<file path="src/rtl/spi_slave_device_if.sv">
// SPI pin bundle between a master and the spi_slave_device.
interface spi_slave_device_if;
    logic SCK;
    logic CSbar;
    logic MOSI;
    logic MISO;
    logic MISO_OE;

    modport master (output SCK, output CSbar, output MOSI, input MISO, input MISO_OE);
    modport slave  (input SCK, input CSbar, input MOSI, output MISO, output MISO_OE);
endinterface

</file>
<file path="src/rtl/spi_slave_device.sv">
// Mode-0, MSB-first SPI slave oversampled in the SYS_CLK domain.
// Deserialises MOSI into DATA_RX and serialises DATA_TX (captured at
// chip-select fall) onto MISO.
//
// state    | meaning
// ---------+-----------------------------------------------------------
// ST_IDLE  | waiting for CSbar fall, SCK ignored, MISO tristated
// ST_SHIFT | frame in progress, shifting on synchronised SCK edges
// ST_DONE  | full word received, extra SCK ignored until CSbar rises
module spi_slave_device #(
    parameter int WIDTH       = 16,
    parameter int SYNC_STAGES = 2
) (
    input  logic               SYS_CLK,
    input  logic               RSTbar,
    spi_slave_device_if.slave  spi,
    input  logic [WIDTH-1:0]   DATA_TX,
    output logic [WIDTH-1:0]   DATA_RX,
    output logic               RX_VALID,
    output logic               FRAME_ERR,
    output logic               BUSY
);

    localparam int CW = $clog2(WIDTH) + 1;
    localparam logic [CW-1:0] CNT_ONE  = CW'(1);
    localparam logic [CW-1:0] CNT_LAST = CW'(WIDTH - 1);

    typedef enum logic [1:0] {
        ST_IDLE  = 2'd0,
        ST_SHIFT = 2'd1,
        ST_DONE  = 2'd2
    } state_t;

    logic [SYNC_STAGES-1:0] sck_sync_q;
    logic [SYNC_STAGES-1:0] cs_sync_q;
    logic [SYNC_STAGES-1:0] mosi_sync_q;
    logic                   sck_hist_q;
    logic                   cs_hist_q;

    state_t           state_q,     state_d;
    logic [CW-1:0]    cnt_q,       cnt_d;
    logic [WIDTH-1:0] rx_shift_q,  rx_shift_d;
    logic [WIDTH-1:0] tx_shift_q,  tx_shift_d;
    logic [WIDTH-1:0] data_rx_q,   data_rx_d;
    logic             rx_valid_q,  rx_valid_d;
    logic             frame_err_q, frame_err_d;

    logic sck_s, cs_s, mosi_s;
    logic sck_rise, sck_fall, cs_fall, cs_rise;

    // Synchronisers and one-cycle edge history; reset to the bus idle levels.
    always_ff @(posedge SYS_CLK or negedge RSTbar) begin
        if (!RSTbar) begin
            sck_sync_q  <= '0;
            cs_sync_q   <= '1;
            mosi_sync_q <= '0;
            sck_hist_q  <= 1'b0;
            cs_hist_q   <= 1'b1;
        end else begin
            sck_sync_q  <= {sck_sync_q[SYNC_STAGES-2:0],  spi.SCK};
            cs_sync_q   <= {cs_sync_q[SYNC_STAGES-2:0],   spi.CSbar};
            mosi_sync_q <= {mosi_sync_q[SYNC_STAGES-2:0], spi.MOSI};
            sck_hist_q  <= sck_sync_q[SYNC_STAGES-1];
            cs_hist_q   <= cs_sync_q[SYNC_STAGES-1];
        end
    end

    assign sck_s    = sck_sync_q[SYNC_STAGES-1];
    assign cs_s     = cs_sync_q[SYNC_STAGES-1];
    assign mosi_s   = mosi_sync_q[SYNC_STAGES-1];
    assign sck_rise =  sck_s & ~sck_hist_q;
    assign sck_fall = ~sck_s &  sck_hist_q;
    assign cs_fall  = ~cs_s  &  cs_hist_q;
    assign cs_rise  =  cs_s  & ~cs_hist_q;

    // Frame state, shift registers and registered output pulses.
    always_ff @(posedge SYS_CLK or negedge RSTbar) begin
        if (!RSTbar) begin
            state_q     <= ST_IDLE;
            cnt_q       <= '0;
            rx_shift_q  <= '0;
            tx_shift_q  <= '0;
            data_rx_q   <= '0;
            rx_valid_q  <= 1'b0;
            frame_err_q <= 1'b0;
        end else begin
            state_q     <= state_d;
            cnt_q       <= cnt_d;
            rx_shift_q  <= rx_shift_d;
            tx_shift_q  <= tx_shift_d;
            data_rx_q   <= data_rx_d;
            rx_valid_q  <= rx_valid_d;
            frame_err_q <= frame_err_d;
        end
    end

    // Next-state logic. The word is committed on the cycle after the final
    // detected SCK rise; a CSbar rise in that same cycle is a clean end of
    // frame, so the FSM goes straight to IDLE instead of waiting in DONE.
    always_comb begin
        state_d     = state_q;
        cnt_d       = cnt_q;
        rx_shift_d  = rx_shift_q;
        tx_shift_d  = tx_shift_q;
        data_rx_d   = data_rx_q;
        rx_valid_d  = 1'b0;
        frame_err_d = 1'b0;

        case (state_q)
            ST_IDLE: begin
                if (cs_fall) begin
                    tx_shift_d = DATA_TX;
                    cnt_d      = '0;
                    state_d    = ST_SHIFT;
                end
            end

            ST_SHIFT: begin
                if (sck_rise) begin
                    rx_shift_d = {rx_shift_q[WIDTH-2:0], mosi_s};
                    cnt_d      = cnt_q + CNT_ONE;
                    if (cnt_q == CNT_LAST) begin
                        data_rx_d  = {rx_shift_q[WIDTH-2:0], mosi_s};
                        rx_valid_d = 1'b1;
                        state_d    = cs_s ? ST_IDLE : ST_DONE;
                    end
                end else if (sck_fall && (cnt_q >= CNT_ONE) && (cnt_q <= CNT_LAST)) begin
                    tx_shift_d = {tx_shift_q[WIDTH-2:0], 1'b0};
                end

                if (cs_rise && !(sck_rise && (cnt_q == CNT_LAST))) begin
                    frame_err_d = 1'b1;
                    state_d     = ST_IDLE;
                end
            end

            ST_DONE: begin
                if (cs_rise) begin
                    state_d = ST_IDLE;
                end
            end

            default: begin
                state_d = ST_IDLE;
            end
        endcase
    end

    assign spi.MISO    = (state_q == ST_SHIFT) ? tx_shift_q[WIDTH-1] : 1'b0;
    assign spi.MISO_OE = (state_q != ST_IDLE);
    assign BUSY        = (state_q != ST_IDLE);
    assign DATA_RX     = data_rx_q;
    assign RX_VALID    = rx_valid_q;
    assign FRAME_ERR   = frame_err_q;

endmodule

</file>
<file path="src/flat_wrapper.sv">
// flat-port wrapper written by rule: the top's interface ports become plain ports
module spi_slave_device_flat 
#(
    parameter int WIDTH       = 16,
    parameter int SYNC_STAGES = 2
)
  (SYS_CLK, RSTbar, DATA_TX, DATA_RX, RX_VALID, FRAME_ERR, BUSY, spi_SCK, spi_CSbar, spi_MOSI, spi_MISO, spi_MISO_OE);
  spi_slave_device_if spi_i ();
  input  logic SYS_CLK;
  input  logic RSTbar;
  input  logic [WIDTH-1:0] DATA_TX;
  output logic [WIDTH-1:0] DATA_RX;
  output logic RX_VALID;
  output logic FRAME_ERR;
  output logic BUSY;
  input wire logic [$bits(spi_i.SCK)-1:0] spi_SCK;
  input wire logic [$bits(spi_i.CSbar)-1:0] spi_CSbar;
  input wire logic [$bits(spi_i.MOSI)-1:0] spi_MOSI;
  output wire logic [$bits(spi_i.MISO)-1:0] spi_MISO;
  output wire logic [$bits(spi_i.MISO_OE)-1:0] spi_MISO_OE;
  assign spi_i.SCK = spi_SCK;
  assign spi_i.CSbar = spi_CSbar;
  assign spi_i.MOSI = spi_MOSI;
  assign spi_MISO = spi_i.MISO;
  assign spi_MISO_OE = spi_i.MISO_OE;
  spi_slave_device #(.WIDTH(WIDTH), .SYNC_STAGES(SYNC_STAGES)) u_core (.SYS_CLK(SYS_CLK), .RSTbar(RSTbar), .spi(spi_i), .DATA_TX(DATA_TX), .DATA_RX(DATA_RX), .RX_VALID(RX_VALID), .FRAME_ERR(FRAME_ERR), .BUSY(BUSY));
endmodule
</file>
<file path="config.mk">
export PLATFORM = sky130hd
export DESIGN_NAME = spi_slave_device_flat
export DESIGN_NICKNAME = d
export VERILOG_FILES = /design/src/rtl/spi_slave_device_if.sv /design/src/rtl/spi_slave_device.sv /design/src/flat_wrapper.sv
export SDC_FILE = /design/constraint.sdc
export NUM_CORES = 1
export LEC_CHECK = 0
export ABC_CLOCK_PERIOD_IN_PS = 2200
export BUFFER_PORTS_ARGS = -buffer_cell sky130_fd_sc_hd__buf_4
export CAP_MARGIN = 10
export CORE_UTILIZATION = 56
export CTS_CLUSTER_SIZE = 24
export DETAILED_ROUTE_END_ITERATION = 10
export MAX_ROUTING_LAYER = met4
export PLACE_DENSITY = 0.79
export REMOVE_ABC_BUFFERS = 1
export SYNTH_ARGS = -nofsm -noshare
export SYNTH_HDL_FRONTEND = slang
export SYNTH_SLANG_ARGS = --single-unit
</file>
<file path="constraint.sdc">
create_clock -name SYS_CLK -period 2.2 [get_ports SYS_CLK]
set_input_delay 0.11 -clock SYS_CLK [delete_from_list [all_inputs] [get_ports SYS_CLK]]
set_output_delay 0.11 -clock SYS_CLK [all_outputs]
set_load 0.005 [all_outputs]
</file>
======== Word-level counts from Yosys, hierarchy flattened ========
Index checks and enable logic that the tools add are counted.
operators by class
  shift operators ......................... 0
  reductions and logical operators ........ 13
  div/mod/pow operators ................... 0
  add/sub/neg operators ................... 1
  multipliers ............................. 0
  $lt $le $gt $ge ......................... 2
  equal/unequal tests ..................... 10
  mux-type cells .......................... 20
  bitwise operators ....................... 8
operators by type and width
  kind                                                  number
  2-to-1 mux 16 bit                                     3
  one-hot mux 16 bit (2 select lines)                   1
  2-to-1 mux 2 bit                                      6
  2-to-1 mux 5 bit                                      2
  one-hot mux 5 bit (2 select lines)                    1
  != test 2 x 1 -> 1 bit (second input constant)        4
  AND reduction 4 bit                                   2
  2-to-1 mux 1 bit                                      6
  != test 3 x 1 -> 1 bit (second input constant)        2
  one-hot mux 2 bit (3 select lines)                    1
  AND reduction 3 bit                                   2
  adder 5 x 1 -> 5 bit (second input constant)          1
  == test 5 x 4 -> 1 bit (second input constant)        1
  >= comparator 5 x 1 -> 1 bit (second input constant)  1
  <= comparator 5 x 4 -> 1 bit (second input constant)  1
  bitwise AND 1 bit                                     4
  logical AND 1 bit                                     4
  NOT 1 bit                                             4
  nonzero test 2 bit                                    2
  == test 2 x 1 -> 1 bit (second input constant)        1
  == test 2 bit (second input constant)                 1
  logical NOT 2 bit                                     1
  != test 2 bit (second input constant)                 1
  AND reduction 2 bit                                   1
  logical NOT 1 bit                                     1
word-level totals
  register bits ........................... 64
  memories ................................ 0
  output and inout port bits .............. 21
  input port bits ......................... 21
  memory bits (read-only) ................. 0
  word-level logic and storage cells ...... 66
  memory bits (writable) .................. 0
  latch bits .............................. 0

======== Logic depth before layout (Yosys ltp) ========
Gate-level depths: netlist of run 1.
  depth after elaboration ................. 7
  mapped depth ............................ 7
  depth with buffers taken out ............ 6

======== Worst setup path before layout of run 1 ========
Ideal clock, no wire load.
  path kind ............................... register to register
  from .................................... register u_core.cnt_q[0]
  to ...................................... register u_core.tx_shift_q[10]
  required time ........................... 2.078 ns
  stages on the path, launching flop included .. 7
  buffers on the path ..................... 1
  arrival ................................. 1.745 ns
  slack ................................... 0.334 ns
  setup time .............................. 0.122 ns
  period minus slack after synthesis ...... 1.866 ns
  cell sequence ........................... dfrtp_1 > ha_1 > or4_1 > o221ai_2 > and2_4 > buf_4 > o21ai_1
between the ends
  word-level cells in the longest chain between the ends .. 5
  elaborated cells on any way between the ends .. 6
  classes of those cells .................. order compare (2); eq/ne (1); reduce/logical (3)
RTL lines
  element                                      line                     source
  start: declaration                           spi_slave_device.sv:41   logic [CW-1:0] cnt_q, cnt_d;
  start signal: assignment                     spi_slave_device.sv:88   cnt_q <= cnt_d;
  >= comparator 5 x 1 -> 1 bit                 spi_slave_device.sv:127  end else if (sck_fall && (cnt_q >= CNT_ONE) && (cnt_q <= CNT_LAST)) begin
  logical AND 1 bit                            spi_slave_device.sv:127
  logical AND 1 bit (*)                        spi_slave_device.sv:127
  != test 2 x 1 -> 1 bit (no source line) (*)  --
  AND reduction 4 bit (no source line) (*)     --
  end signal: assignment                       spi_slave_device.sv:90   tx_shift_q <= tx_shift_d;
  end: declaration                             spi_slave_device.sv:43   logic [WIDTH-1:0] tx_shift_q, tx_shift_d;
Every way passes the cells marked *; elsewhere a longest branch is shown, timed or not.
A chain may end at the register's enable or synchronous reset.

======== Final worst setup path of run 1 ========
  from .................................... register u_core.cnt_q[0]
  to ...................................... register u_core.tx_shift_q[11]
Same word-level chain as after synthesis.

==> results_dict.tcl, run 1 <==
set metrics [dict create \
    outcome "finished, final reports clean" \
    fin_tns_setup_ns 0 \
    io_pins 42 \
    drt-pass1-iter-count 6 \
    yosysWarnings 0 \
    worstPathMaxFanout 16 \
    power_density_nw_per_um2 925 \
    drv_cap 0 \
    grt_overflow 0 \
    power_mw 3.02 \
    grt_use_total_pct 21.6 \
    rsz0062_at_grt "false" \
    fp.coreArea_um2 4500 \
    crit_type "reg2reg" \
    cts_buffer_depth 2 \
    r2r_cells 7 \
    first_iter_violations 117 \
    synth_enable_flop_cells 0 \
    syn_area_um2 2710 \
    post_synth_mux_area_share_pct 13.6 \
    syn_area_per_cell_um2 11.6 \
    port_buffers 41 \
    synthTopCellsByArea "dfrtp_1 (56%), nand2_1 (6.9%), mux2_4 (5.5%)" \
    synth_cell_types 41 \
    yosysMostFrequentCell "dfrtp_1" \
    clock_skew_ns 0.00974 \
    dieArea_um2 5120 \
    antenna_found_initial 0 \
    fp.dieH_um 71.6 \
    synth-simple-area-share_pct 15.5 \
    post_drt_wl_per_cell_um 14.3 \
    worst_r2r_startpoint "u_core.cnt_q[0]" \
    endpoint_kind "flip-flop" \
    grt_max_degree 65 \
    layout_min_cycle_time_ns 1.85 \
    period_share_pct 84.3 \
    cp-endpoint "u_core.tx_shift_q[11]" \
    setup_violations 0 \
    final_layout_size_suffix_gt1_share_pct 30.4 \
    totalWireLength_um 4840 \
    crit_start "u_core.cnt_q[0]" \
    ys.flop_type "dfrtp_1" \
    grt_pass1_vias 1823 \
    gp_congestion 0.827 \
    synth-xor-area-share_pct 0 \
    pre_cts_ws_ns 0.365 \
    critPathLaunchType "flip-flop" \
    finalHoldViolCount 0 \
    cp.arrival_ns 2.11 \
    placed_area_um2 3030 \
    vias_per_cell 5.47 \
    place_hpwl_um 3170 \
    yosysTopAreaCell "dfrtp_1" \
    synth_top_family_by_area "simple AND/OR/NAND/NOR gates" \
    synth_common_cells "dfrtp_1 (61), nand2_1 (50), nand3_1 (16)" \
    finalWorstSetupSlack_ns 0.346 \
    netlist_instances 233 \
    tritoncts "built" \
    start_util_pct 60.1 \
    clk_pin_slew_ns 0.07 \
    clock_latency_ns 0.34 \
    regToRegSetupSlack_ns 0.35 \
    num-nets-final 305 \
    holdWs_ns 0.0500 \
    clkSinkCount 64 \
    dp.cells 318 \
    r2r-end "u_core.tx_shift_q[11]" \
    worst_pin_slew_ns 0.766 \
    core.rowCount 24 \
    p_leak_nw 1.72 \
    cts_root_buffer "clkbuf_8" \
    ctsHtreeMaxLevel 3 \
    stdcell_count 338 \
    postCtsSetupBuffers 0 \
    synth-seq-cells 64 \
    synth_top_area_share_pct 56.4 \
    peakVddDrop_mv 0.636 \
    fmax_mhz 539 \
    finalCoreUtilization_pct 72.4 \
    die_x_um 71.6 \
    async_reset_ff_share_pct 100 \
    antennaDiodeCount 0 \
    grt_first_pass_wirelength_um 8110 \
    synth_fa_ha_area_share_pct 1.39 \
    synth_compound_area_share_pct 6.51 \
    final_cell_area_um2 3260 \
    critPathRequiredTime_ns 2.46 \
    synth.yosys.seq_area_share_pct 59.3 \
    maxSlewHeadroom_pct 48.9 \
    cts_buffers 9 \
    drv_slew 0 \
    min_path_type "in2reg" \
    vias 1850 \
    drc 0 \
    syn_to_final_growth_pct 20.4 \
    detail-route-antenna-nets 0 \
]
[how the worst min path moves through the flow]
stage               depth (start not counted)         from                     to
finish                                      3  DATA_TX[13]  u_core.tx_shift_q[13]
global route                                3  DATA_TX[13]  u_core.tx_shift_q[13]
CTS                                         3  DATA_TX[13]  u_core.tx_shift_q[13]
detailed placement                          1      spi_SCK   u_core.sck_sync_q[0]
global placement                            1     spi_MOSI  u_core.mosi_sync_q[0]
floorplan                                   0       RSTbar      u_core.DATA_RX[0]
[registers in the layout, summed over array words and instances, names as in the netlist]
register	count
u_core.rx_shift_q	15
u_core.cs_hist_q	1
u_core.tx_shift_q	16
u_core.DATA_RX	16
u_core.sck_sync_q	2
u_core.mosi_sync_q	2
u_core.FRAME_ERR	1
u_core.cs_sync_q	2
u_core.sck_hist_q	1
u_core.state_q	2
u_core.RX_VALID	1
u_core.cnt_q	5
[repair_timing]
| action | in CTS | in global routing |
|---|---|---|
| hold buffers | 4 | 0 |
| hold endpoints to repair | 64 | 0 |
| gates resized for setup | 0 | 0 |
[kinds of logic (layout without fill, tap and decap cells)]
logic type / Yosys count / in the layout
AOI/OAI and AO/OA: 30 / 30
and+or+nand+nor: 88 / 88
muxes: 31 / 31
buffers and inverters: 17 / 70
DFF: 64 / 64
adders and majority gates: 3 / 3
[worst max-delay path, stage by stage, from the launching register on]
cell      delay (ns)
dfrtp_1         0.46
ha_1            0.27
and3_1          0.20
ha_1            0.23
o221ai_2        0.17
buf_4           0.25
nand3_1         0.10
o21ai_1         0.09
[power breakdown]
part           switching [mW]  leakage [nW]  internal, mW
Sequential              0.161         0.841          1.40
Clock                   0.435        0.0920         0.517
Combinational           0.261         0.784         0.242
Total                   0.856          1.72          2.16
[cells in the final DEF (no fill, tap or decap), types with 2 or more instances in the layout]
cell type       n
nand3b_1        2
dfrtp_1        61
ha_1            3
o21ai_0        12
clkbuf_8        9
o21ai_1        10
dfstp_2         3
or2_2           2
nand3_1        16
mux2i_1        15
clkinv_2        3
mux2_2          6
nand2_1        50
mux2_4         10
nor2_1          3
nand2b_1        2
dlygate4sd3_1   4
inv_1           4
clkinvlp_4      2
buf_4          46
[final cells by class]
type                    count  area (µm²)
flip-flops and latches     64        1610
multi-input cells         152        1000
clock buffers              10         128
clock inverters             6        60.1
inverters                   4        15.0
fillers                   335        1240
repair buffers             50         385
well taps                  52        65.1
[per-layer routing]
metal / global-route usage [%] / wire length, µm
met1: 27.6 / 2290
met2: 33.0 / 2290
met3: 5.49 / 162
met4: 9.80 / 93
met5: - / 0
No activity file was read; power rests on OpenSTA's default activity.
==> inputs of run 2 (changes only) <==
--- a/config.mk
+++ b/config.mk
@@ -5,7 +5,7 @@
 export SDC_FILE = /design/constraint.sdc
 export NUM_CORES = 1
 export LEC_CHECK = 0
-export ABC_CLOCK_PERIOD_IN_PS = 2200
+export ABC_CLOCK_PERIOD_IN_PS = 1880
 export BUFFER_PORTS_ARGS = -buffer_cell sky130_fd_sc_hd__buf_4
 export CAP_MARGIN = 10
 export CORE_UTILIZATION = 56
==> constraint.sdc (replaced) <==
create_clock -name SYS_CLK -period 1.88 [get_ports SYS_CLK]
set_input_delay 0.094 -clock SYS_CLK [delete_from_list [all_inputs] [get_ports SYS_CLK]]
set_output_delay 0.094 -clock SYS_CLK [all_outputs]
set_load 0.005 [all_outputs]
==> results_dict.tcl, run 2 (same netlist as run 1, synthesis figures left out) <==
set metrics [dict create \
    outcome "complete, but fails checks" \
    violations "setup timing" \
    drt-pass1-iter-count 4 \
    finalHoldViolCount 0 \
    antennaDiodeCount 0 \
    final_cell_mix "dfrtp_1 (60), nand2_1 (50), buf_4 (48), nand3_1 (16), mux2i_1 (15)" \
    endpoint_kind "flip-flop" \
    multi_input_area_um2 1030 \
    critPathRequiredTime_ns 2.13 \
    regToRegSetupSlack_ns -0.007 \
    pre_cts_ws_ns 0.0314 \
    clk_pin_slew_ns 0.07 \
    final_layout_size_suffix_gt1_share_pct 33.1 \
    gp_congestion 0.802 \
    min_path_type "in2reg" \
    fp.dieH_um 71.6 \
    start_util_pct 60.1 \
    power_density_nw_per_um2 1090 \
    drv_slew 0 \
    totalWireLength_um 5410 \
    grt_first_pass_wirelength_um 8570 \
    cts_buffers 9 \
    whs_endpoint "u_core.tx_shift_q[12]" \
    placed_area_um2 3070 \
    clkSinkCount 64 \
    finalWorstSetupSlack_ns -0.00676 \
    syn_to_final_growth_pct 23.3 \
    grt_max_degree 65 \
    num-nets-final 310 \
    finalCoreUtilization_pct 74.2 \
    critPathLaunchType "flip-flop" \
    rsz0062_at_grt "true" \
    port_buffers 41 \
    setup_violations 1 \
    post_drt_wl_per_cell_um 15.8 \
    nFillCells 309 \
    vias 1904 \
    fin_tns_setup_ns -0.00676 \
    crit_type "reg2reg" \
    cp.arrival_ns 2.13 \
    clock_skew_ns 0.0116 \
    place_hpwl_um 3330 \
    drc 0 \
    io_pins 42 \
    r2r-end "u_core.tx_shift_q[5]" \
    grt_pass1_vias 1911 \
    p_leak_nw 1.75 \
    drv_cap 0 \
    ctsHtreeMaxLevel 3 \
    layout_min_cycle_time_ns 1.89 \
    final_cell_area_um2 3340 \
    period_share_pct 100 \
    fp.coreArea_um2 4500 \
    clock_latency_ns 0.34 \
    dieArea_um2 5120 \
    worstPathMaxFanout 8 \
    vias_per_cell 5.57 \
    tritoncts "built" \
    core.rowCount 24 \
    detail-route-antenna-nets 0 \
    layout_commonest_cell "dfrtp_1" \
    grt_use_total_pct 23.2 \
    r2r_cells 6 \
    first_iter_violations 210 \
    worst_pin_slew_ns 0.782 \
    stdcell_count 342 \
    postCtsSetupBuffers 0 \
    worst_r2r_startpoint "u_core.cnt_q[0]" \
    antenna_found_initial 0 \
    cts_buffer_depth 2 \
    die_x_um 71.6 \
    hold_start "DATA_TX[12]" \
    fmax_mhz 530 \
    hold_depth 3 \
    dp.cells 321 \
    peakVddDrop_mv 0.720 \
    grt_overflow 0 \
    cts_root_buffer "clkbuf_8" \
    maxSlewHeadroom_pct 47.9 \
    seqCellArea_um2 1610 \
]
==> run 2: routing by layer <==
layer,vias to the layer above,wire [µm],share of wire (%),global-route usage [%]
li1,901,-,-,-
met1,934,2460,45,29.9
met2,58,2640,49,34.1
met3,11,214,4.0,4.92
met4,0,97,1.8,13.9
met5,-,0,0,-
==> run 2: critical path, cell delays in order, from the launching register on <==
cell      delay (ns)
dfrtp_1         0.44
ha_1            0.24
or4_4           0.43
o221ai_4        0.28
buf_4           0.22
nand3_1         0.10
o21ai_0         0.08
==> run 2: worst max-delay path by stage <==
stage | from | end | slack [ns]
floorplan | u_core.state_q[1] | u_core.DATA_RX[0] | -0.26
global placement | u_core.state_q[1] | u_core.tx_shift_q[6] | 0.13
detailed placement | u_core.state_q[1] | u_core.tx_shift_q[1] | 0.03
CTS | u_core.cnt_q[1] | u_core.tx_shift_q[1] | 0.006
global route | u_core.cnt_q[0] | u_core.tx_shift_q[8] | -0.06
finish | u_core.cnt_q[0] | u_core.tx_shift_q[5] | -0.007
==> run 2: report_power, final <==
part | leakage, nW | switching [mW] | internal [mW] | total (mW)
logic | 0.817 | 0.364 | 0.329 | 0.694
registers | 0.840 | 0.186 | 1.64 | 1.83
clock network | 0.0975 | 0.491 | 0.613 | 1.10
==> run 2: final cells by class <==
class | instances | area share, %
Clock inverter | 2 | 0.375
Sequential cell | 64 | 48.1
Tap cell | 52 | 1.95
Clock buffer | 13 | 5.36
Multi-Input combinational cell | 153 | 30.9
Inverter | 4 | 0.449
Timing Repair Buffer | 54 | 12.9
==> run 2: timing repair <==
item | 4_1_cts | 5_1_grt
endpoints found under the hold margin | 64 | 0
setup endpoints to repair | 0 | 16
resized for setup | 0 | 12
hold buffers | 4 | 0
==> run 2: per-stage QoR <==
stage	hold slack, ns	power, mW
floorplan	-0.202	2.20
global placement	0.205	2.42
detailed placement	0.205	2.47
CTS	0.0340	3.59
global route	0.0378	3.82
finish	0.0415	3.63
==> inputs of run 3 (changes only) <==
--- a/config.mk
+++ b/config.mk
@@ -7,10 +7,12 @@
 export LEC_CHECK = 0
 export ABC_CLOCK_PERIOD_IN_PS = 1880
 export BUFFER_PORTS_ARGS = -buffer_cell sky130_fd_sc_hd__buf_4
-export CAP_MARGIN = 10
+export CAP_MARGIN = 15
+export CORE_ASPECT_RATIO = 0.6
 export CORE_UTILIZATION = 56
 export CTS_CLUSTER_SIZE = 24
 export DETAILED_ROUTE_END_ITERATION = 10
+export GPL_TIMING_DRIVEN = 0
 export MAX_ROUTING_LAYER = met4
 export PLACE_DENSITY = 0.79
 export REMOVE_ABC_BUFFERS = 1
==> results_dict.tcl, run 3 (same netlist as run 1, synthesis figures left out) <==
set metrics [dict create \
    outcome "complete, but fails checks" \
    violations "setup timing" \
    dieArea_um2 5130 \
    hold_depth 3 \
    core.rowCount 19 \
    worst_pin_slew_ns 0.782 \
    clock_skew_ns 0.00973 \
    detail-route-antenna-nets 0 \
    regToRegSetupSlack_ns -0.01 \
    cts_root_buffer "clkbuf_8" \
    first_iter_violations 166 \
    vias 1873 \
    clock_latency_ns 0.33 \
    drt-pass1-iter-count 4 \
    min_path_type "in2reg" \
    combPwrFrac_pct 18.3 \
    critPathLaunchType "flip-flop" \
    power_frac_clock_pct 33.6 \
    nFillCells 332 \
    finalHoldViolCount 0 \
    final_cell_mix "dfrtp_1 (59), nand2_1 (50), buf_4 (43), nand3_1 (16), mux2i_1 (15)" \
    hold_start "DATA_TX[7]" \
    worst_r2r_startpoint "u_core.cnt_q[0]" \
    drv_slew 0 \
    fp.dieH_um 55.9 \
    seqPwrFrac_pct 48.1 \
    endpoint_kind "flip-flop" \
    holdWs_ns 0.0292 \
    antennaDiodeCount 0 \
    r2r_cells 5 \
    critPathRequiredTime_ns 2.09 \
    ctsHtreeMaxLevel 3 \
    cts_buffers 9 \
    power_density_nw_per_um2 1110 \
    num-nets-final 307 \
    layout_commonest_cell "dfrtp_1" \
    port_buffers 41 \
    final_layout_size_suffix_gt1_share_pct 34.4 \
    p_leak_nw 1.76 \
    gp_congestion 0.725 \
    drv_cap 0 \
    period_share_pct 101 \
    grt_use_total_pct 21.9 \
    grt_first_pass_wirelength_um 8070 \
    tritoncts "built" \
    die_x_um 91.8 \
    cp.arrival_ns 2.10 \
    switching_share_pct 26.8 \
    whs_endpoint "u_core.tx_shift_q[7]" \
    antenna_found_initial 0 \
    grt_overflow 0 \
    crit_type "reg2reg" \
    maxSlewHeadroom_pct 47.9 \
    syn_to_final_growth_pct 25.5 \
    fmax_mhz 529 \
    post_drt_wl_per_cell_um 14.6 \
    peakVddDrop_mv 0.638 \
    grt_max_degree 65 \
    rsz0062_at_grt "true" \
    cts_buffer_depth 2 \
    fp.coreArea_um2 4610 \
    layout_min_cycle_time_ns 1.89 \
    fin_tns_setup_ns -0.0163 \
    setup_violations 2 \
    drc 0 \
    place_hpwl_um 2960 \
    clkSinkCount 64 \
    vias_per_cell 5.34 \
    worstPathMaxFanout 8 \
    p_switching_mw 1.01 \
    grt_pass1_vias 1678 \
    io_pins 42 \
    clk_pin_slew_ns 0.07 \
    finalWorstSetupSlack_ns -0.0110 \
    start_util_pct 58.7 \
    totalWireLength_um 5130 \
    r2r-end "u_core.tx_shift_q[5]" \
    intPower_mw 2.77 \
]
==> run 3: cell types whose count changed in the layout (fill, tap and decap cells not counted), moves of 2 or more <==
cell / change
clkbuf_1: +3
bufinv_16: +2
clkbuf_8: -3
ha_2: +2
buf_4: -5
ha_1: -2
or3_4: +2
==> run 3: area by class of cell <==
| cell class | count | area, µm² | area share [%] |
|---|---|---|---|
| inverters | 4 | 15.0 | 0.442 |
| multi-input cells | 154 | 1070 | 31.4 |
| well taps | 63 | 78.8 | 2.32 |
| clock buffers | 13 | 149 | 4.38 |
| flip-flops and latches | 64 | 1610 | 47.3 |
| repair buffers | 50 | 414 | 12.2 |
| clock inverters | 3 | 65.1 | 1.91 |
==> run 3: per-stage QoR <==
step	cells	setup WS [ns]	power, mW	utilization, %	cell area [µm²]
finish	351	-0.0110	3.78	73.7	3400
global route	351	-0.0449	3.98	73.7	3400
CTS	347	0.0260	3.74	72.1	3330
detailed placement	324	-0.652	2.42	65.2	3010
global placement	324	-0.627	2.38	65.2	3010
floorplan	220	-0.264	2.20	-	2620
==> run 3: worst max-delay path, stage by stage (launching register included) <==
cell	delay [ns]
dfrtp_2	0.44
buf_6	0.14
or4_4	0.49
o221ai_4	0.33
and2_4	0.27
o21ai_0	0.10
==> run 3: repair_timing <==
action                                  4_1_cts  5_1_grt
buffers inserted                              2        2
resized for setup                            14       10
hold buffers                                  4        0
pin swaps                                     3        2
endpoints found under the hold margin        64        0
gates cloned                                  1        2
endpoints found under the setup margin       51       47
==> run 3: how the worst max path moves through the flow <==
stage                            startpoint                    end  slack, ns
final                       u_core.cnt_q[0]   u_core.tx_shift_q[5]      -0.01
after detailed placement  u_core.state_q[1]      u_core.DATA_RX[1]      -0.65
after global routing        u_core.cnt_q[0]  u_core.tx_shift_q[11]      -0.04
after floorplan           u_core.state_q[1]      u_core.DATA_RX[0]      -0.26
after global placement    u_core.state_q[1]      u_core.DATA_RX[0]      -0.63
after CTS                   u_core.cnt_q[0]   u_core.tx_shift_q[3]       0.03
==> run 3: layer usage <==
metal	vias up	wire length [µm]	global-route usage (%)
met2	45	2310	30.7
li1	904	-	-
met1	917	2500	30.4
met4	0	54	8.04
met3	7	261	6.97
met5	-	0	-
==> run 3: power groups by stage <==
stage               Combinational (mW)  Sequential [mW]  Clock [mW]
global route                     0.779             1.85        1.35
detailed placement               0.574             1.84           0
floorplan                        0.409             1.79           0
CTS                              0.614             1.82        1.30
finish                           0.691             1.82        1.27
global placement                 0.549             1.83           0
